--- config.mk ---
export PLATFORM = sky130hd
export DESIGN_NAME = uart_tx
export DESIGN_NICKNAME = d
export VERILOG_FILES = /design/src/rtl/uart_tx.sv
export SDC_FILE = /design/constraint.sdc
export NUM_CORES = 1
export LEC_CHECK = 0
export CAP_MARGIN = 20
export CORE_ASPECT_RATIO = 0.75
export CORE_MARGIN = 4
export CORE_UTILIZATION = 55
export CTS_CLUSTER_SIZE = 20
export DETAILED_ROUTE_END_ITERATION = 12
export GPL_TIMING_DRIVEN = 0
export PLACE_DENSITY = 0.8
export SYNTH_ARGS = -nofsm -noshare
export SYNTH_HDL_FRONTEND = slang
export SYNTH_SLANG_ARGS = --single-unit
--- constraint.sdc ---
create_clock -name uart_clock -period 2.2 [get_ports uart_clock]
set_input_delay 0.44 -clock uart_clock [delete_from_list [all_inputs] [get_ports uart_clock]]
set_output_delay 0.44 -clock uart_clock [all_outputs]
set_load 0.005 [all_outputs]
--- src/rtl/uart_tx.sv ---
// uart_tx: 8N1 serial transmitter with a one-byte holding register in front of the shifter
module uart_tx #(
    parameter logic [23:0] baud_rate  = 24'd4000000,
    parameter logic [27:0] clock_freq = 28'd50000000
) (
    input  logic       uart_clock,
    input  logic       uart_reset,
    input  logic [7:0] uart_d_in,
    input  logic       uart_valid,
    output logic       uart_ready,
    output logic       uart_d_out,
    output logic       uart_busy
);
    localparam logic [27:0] PULSE_DURATION = clock_freq / 28'(baud_rate);
    localparam logic [23:0] LAST_TICK = PULSE_DURATION[23:0] - 24'd1;

    if (PULSE_DURATION < 28'd2) begin : g_bad_rate
        $error("uart_tx: pulse_duration must be at least 2 clocks");
    end

    typedef enum logic [1:0] {IDLE, START_BIT, DATA_BITS, STOP_BIT} state_t;

    state_t      state_q, state_d;
    logic [23:0] timer_q, timer_d;
    logic [2:0]  idx_q, idx_d;
    logic [7:0]  shift_q, shift_d;
    logic [7:0]  hold_q, hold_d;
    logic        full_q, full_d;
    logic        dout_q, dout_d;
    logic        accept, tick, load;

    // next-state: bit timing, shifting, and holding-register handoff (load wins over per-state updates)
    always_comb begin
        accept  = uart_valid && !full_q;
        tick    = timer_q == LAST_TICK;
        load    = 1'b0;
        state_d = state_q;
        timer_d = timer_q + 24'd1;
        idx_d   = idx_q;
        shift_d = shift_q;
        hold_d  = accept ? uart_d_in : hold_q;
        full_d  = full_q || accept;
        dout_d  = dout_q;
        case (state_q)
            IDLE: begin
                timer_d = '0;
                dout_d  = 1'b1;
                load    = full_q;
            end
            START_BIT: if (tick) begin
                state_d = DATA_BITS;
                timer_d = '0;
                idx_d   = '0;
                dout_d  = shift_q[0];
                shift_d = shift_q >> 1;
            end
            DATA_BITS: if (tick) begin
                state_d = idx_q == 3'd7 ? STOP_BIT : DATA_BITS;
                timer_d = '0;
                idx_d   = idx_q + 3'd1;
                dout_d  = idx_q == 3'd7 ? 1'b1 : shift_q[0];
                shift_d = shift_q >> 1;
            end
            STOP_BIT: if (tick) begin
                state_d = IDLE;
                timer_d = '0;
                dout_d  = 1'b1;
                load    = full_q;
            end
            default: begin
                state_d = IDLE;
                timer_d = '0;
                dout_d  = 1'b1;
            end
        endcase
        if (load) begin
            state_d = START_BIT;
            timer_d = '0;
            shift_d = hold_q;
            full_d  = 1'b0;
            dout_d  = 1'b0;
        end
    end

    // state register with synchronous reset; reset discards any pending byte
    always_ff @(posedge uart_clock) begin
        if (uart_reset) begin
            state_q <= IDLE;
            timer_q <= '0;
            idx_q   <= '0;
            shift_q <= '0;
            hold_q  <= '0;
            full_q  <= 1'b0;
            dout_q  <= 1'b1;
        end else begin
            state_q <= state_d;
            timer_q <= timer_d;
            idx_q   <= idx_d;
            shift_q <= shift_d;
            hold_q  <= hold_d;
            full_q  <= full_d;
            dout_q  <= dout_d;
        end
    end

    assign uart_ready = !full_q;
    assign uart_busy  = (state_q != IDLE) || full_q;
    assign uart_d_out = dout_q;
endmodule

==> impl_metrics.json <==
{
  "clock_sinks": 47,
  "power_switching_mw": 0.6970,
  "period_minus_slack_ps": 2077,
  "setup.worst_path.start_class": "flip-flop",
  "synth_area_leaders": "sky130_fd_sc_hd__dfxtp_1 40%, sky130_fd_sc_hd__nor2_1 7.4%, sky130_fd_sc_hd__xor2_1 5.3%",
  "cts.repair.resized": 0,
  "cts_post_setup_buffers_inserted": 0,
  "detailroute.via_count": 1829,
  "synthArstFlopShare_pct": 0,
  "crit_path_start": "state_q[1]$_SDFFE_PP0P_",
  "antenna_left": 0,
  "drt_pre_antenna_iters": 4,
  "cellInternalPower_mw": 1.423,
  "yosys.area.top_type_share_pct": 40.30,
  "grt_usage_pct": 18.78,
  "class_of_the_worst_hold_path": "reg2reg",
  "worst_slack_ps": 123.0,
  "finalNetCount": 297,
  "multi_input_comb_area_sq_mm": 0.001300,
  "reported_max_cap_violation_count": 0,
  "clock_latency_ps": 300,
  "worstSetupEndpointType": "output pin",
  "synth_cell_type_count": 43,
  "final_layout_size_suffix_gt1_share_pct": 9.747,
  "final.fill_count": 336,
  "synth_flop_cell": "sky130_fd_sc_hd__dfxtp_1",
  "critPathTopFamily": "buffers and inverters",
  "clock-root-buffer": "sky130_fd_sc_hd__clkbuf_8",
  "maxSlewViolCount": 0,
  "relSlewSlack_pct": 58.87,
  "r2r_start": "state_q[1]$_SDFFE_PP0P_",
  "worstSetupPathType": "reg2out",
  "vias_per_cell": 5.509,
  "detailedPlacementHpwl_mm": 3.386,
  "die_height_um": 64.43,
  "rows": 20,
  "share_seq_of_total_power_pct": 46.3,
  "reg2reg_capture_point": "shift_q[7]$_SDFFE_PP0P_",
  "maxClockFrequency_mhz": 481.5,
  "mappedNetlistArea_sq_mm": 0.002335,
  "count_of_flip_flops_with_a_built_in_enable_after_synthesis": 0,
  "antenna_violations_before_repair": 0,
  "start_util_pct": 57.24,
  "cts-hold-fix-buffers": 0,
  "syn2layout_area_growth_pct": 12.33,
  "layoutNonFillerInstCount": 332,
  "ir_worst_vdd_v": 0.0004694,
  "route.detailed.wl_per_inst_um": 13.79,
  "pin_count_of_the_biggest_net_entering_global_routing": 14,
  "clock_tree.htree_level_count": 2,
  "synth_sequential_area_ratio_pct": 40.30,
  "utilization_pct": 64.29,
  "timing.final.hold_violations": 0,
  "gp_congestion": 0.8307,
  "p_comb_share_pct": 28.8,
  "timing.final.crit_share_pct": 94.41,
  "place.detailed.instances": 325,
  "yosysWarnings": 0,
  "setup.worst_path.end": "uart_busy",
  "worst_pin_slew_ps": 617.0,
  "synthCells": 257,
  "slowest_stage": "sky130_fd_sc_hd__clkdlybuf4s50_1",
  "power.density_mw_per_mm2": 808.3,
  "worstPathCellList": "inv_1 -> ha_1 -> nand2_1 -> clkdlybuf4s50_1",
  "crit_path_max_incr_delay_ps": 490,
  "finalSetupTns_ps": 0,
  "remaining_drc_errors": 0,
  "tritoncts.num_buffers": 5,
  "rr_worst_depth": 7,
  "seqCellArea_sq_um": 942.2,
  "global_route_wire_length_before_repair_mm": 8.045,
  "number_of_global_route_vias_before_repair": 1707,
  "critPathRequiredTime_ps": 1760,
  "clkTransAtPathRegs_ps": 90,
  "critPathArrivalTime_ps": 1640,
  "tritoncts": "built",
  "power.switching_fraction_pct": 32.88,
  "worst-r2r-setup-slack_ps": 200,
  "yosysTopAreaCell": "sky130_fd_sc_hd__dfxtp_1",
  "timing.critical_path.buf_inv": 2,
  "drt_first_iter_violations": 102,
  "buffer_ports.inserted": 13,
  "clkPwrFrac_pct": 24.8,
  "io_pins": 14,
  "die-width_um": 83.23,
  "static-leakage-power_nw": 0.9743,
  "grt.overflow.total": 0,
  "synth.avg_cell_area_sq_um": 9.085,
  "ys_ff_latch": 47,
  "die_outline_area_sq_mm": 0.005362,
  "stages_on_the_worst_setup_path": 4,
  "clk_path_buf_depth": 2,
  "timing.critical_path.fanout_max": 5,
  "run_status": "finished, final reports clean",
  "detailedPlace.worstSlack_ps": 180.4,
  "grt_setup_unrepaired": "no",
  "setup_viol": 0,
  "synthesis.nets": 277,
  "antennaDiodeCount": 0,
  "clock_skew_ps": 9.180,
  "wl_mm": 4.578,
  "core-area_sq_mm": 0.004079
}
[registers in the layout (all words and copies together), names as in the netlist]
name	cells
timer_q	24
full_q	1
state_q	2
idx_q	3
hold_q	8
uart_d_out	1
shift_q	8
[cells in the mapped netlist (3+ instances only)]
| cell | n |
|---|---|
| sky130_fd_sc_hd__dfxtp_1 | 47 |
| sky130_fd_sc_hd__nor2_1 | 46 |
| sky130_fd_sc_hd__nand2_1 | 21 |
| sky130_fd_sc_hd__xor2_1 | 14 |
| sky130_fd_sc_hd__mux2i_1 | 10 |
| sky130_fd_sc_hd__nand3_1 | 10 |
| sky130_fd_sc_hd__ha_1 | 9 |
| sky130_fd_sc_hd__inv_1 | 9 |
| sky130_fd_sc_hd__nand4_1 | 8 |
| sky130_fd_sc_hd__xnor2_1 | 8 |
| sky130_fd_sc_hd__nor4b_1 | 6 |
| sky130_fd_sc_hd__a21oi_1 | 5 |
| sky130_fd_sc_hd__nor3_1 | 5 |
| sky130_fd_sc_hd__a311oi_1 | 4 |
| sky130_fd_sc_hd__and4_1 | 4 |
| sky130_fd_sc_hd__clkbuf_1 | 4 |
| sky130_fd_sc_hd__nor4_2 | 4 |
| sky130_fd_sc_hd__a211o_1 | 3 |
| sky130_fd_sc_hd__a31oi_1 | 3 |
| sky130_fd_sc_hd__and3_1 | 3 |
| sky130_fd_sc_hd__buf_2 | 3 |
[area by class of cell]
type | instances | area share, %
multi-input combinational | 190 | 49.57
sequential | 47 | 35.93
timing repair buffer | 13 | 4.962
clock buffer | 6 | 3.149
tap | 55 | 2.624
buffer | 11 | 2.290
inverter | 9 | 1.288
clock inverter | 1 | 0.1908
[power by group through the flow]
stage,combinational (mW),clock [mW],sequential [mW]
after floorplan,0.431,0,0.985
after CTS,0.607,0.535,0.980
after global placement,0.586,0,0.997
after detailed placement,0.602,0,1.00
final,0.611,0.527,0.982
after global routing,0.687,0.579,0.993
[cells by family (layout without fill, tap and decap cells)]
family / after synthesis / count (layout) / share of synthesized area, %
buffers and inverters: 20 / 40 / 4.018
AND/OR/NAND/NOR: 124 / 124 / 30.28
flip-flops: 47 / 47 / 40.30
adder cells (fa/ha/maj): 9 / 9 / 4.823
XOR/XNOR: 22 / 22 / 8.253
AO/OA/AOI/OAI: 25 / 25 / 8.039
multiplexers: 10 / 10 / 4.287
[how the worst min path moves through the flow]
| stage | startpoint | to | cells past startpoint |
|---|---|---|---|
| after floorplan | timer_q[0]$_SDFF_PP0_ | timer_q[0]$_SDFF_PP0_ | 1 |
| after CTS | timer_q[0]$_SDFF_PP0_ | timer_q[0]$_SDFF_PP0_ | 1 |
| after global routing | hold_q[7]$_SDFFE_PP0P_ | shift_q[7]$_SDFFE_PP0P_ | 2 |
| final | timer_q[0]$_SDFF_PP0_ | timer_q[0]$_SDFF_PP0_ | 1 |
| after detailed placement | shift_q[5]$_SDFFE_PP0P_ | shift_q[4]$_SDFFE_PP0P_ | 1 |
| after global placement | hold_q[7]$_SDFFE_PP0P_ | shift_q[7]$_SDFFE_PP0P_ | 2 |
[metal layers]
metal	share of wire [%]	wire length, um	global-route usage (%)	up-vias
met5	0	0	0	-
met4	1.2	53	4.898	0
met3	3.6	165	5.845	7
met2	42	1918	27.80	27
met1	53	2440	26.54	857
li1	-	-	-	938
[layout by cell type, fill, tap and decap left out, types with 3 or more instances in the layout]
cell                               n
sky130_fd_sc_hd__buf_2             3
sky130_fd_sc_hd__xnor2_1           8
sky130_fd_sc_hd__clkdlybuf4s50_1  13
sky130_fd_sc_hd__nand3_1          10
sky130_fd_sc_hd__nor3_1            5
sky130_fd_sc_hd__and4_1            4
sky130_fd_sc_hd__clkbuf_8          6
sky130_fd_sc_hd__xor2_1           14
sky130_fd_sc_hd__mux2i_1          10
sky130_fd_sc_hd__inv_1             9
sky130_fd_sc_hd__ha_1              9
sky130_fd_sc_hd__a211o_1           3
sky130_fd_sc_hd__nand4_1           8
sky130_fd_sc_hd__clkbuf_1          4
sky130_fd_sc_hd__nor4b_1           6
sky130_fd_sc_hd__a31oi_1           3
sky130_fd_sc_hd__dfxtp_1          46
sky130_fd_sc_hd__a21oi_1           5
sky130_fd_sc_hd__a311oi_1          4
sky130_fd_sc_hd__nor4_2            4
sky130_fd_sc_hd__and3_1            3
sky130_fd_sc_hd__nand2_1          21
sky130_fd_sc_hd__nor2_1           46
[per-stage QoR]
stage	instance area [sq um]	hold WS (ps)	power, mW
after floorplan	2335	429.9	1.416
after global placement	2534	442.9	1.583
after detailed placement	2534	456.6	1.602
after CTS	2621	477.5	2.122
after global routing	2623	492.8	2.259
final	2623	467.9	2.120
Power figures use the tool's default switching activity.
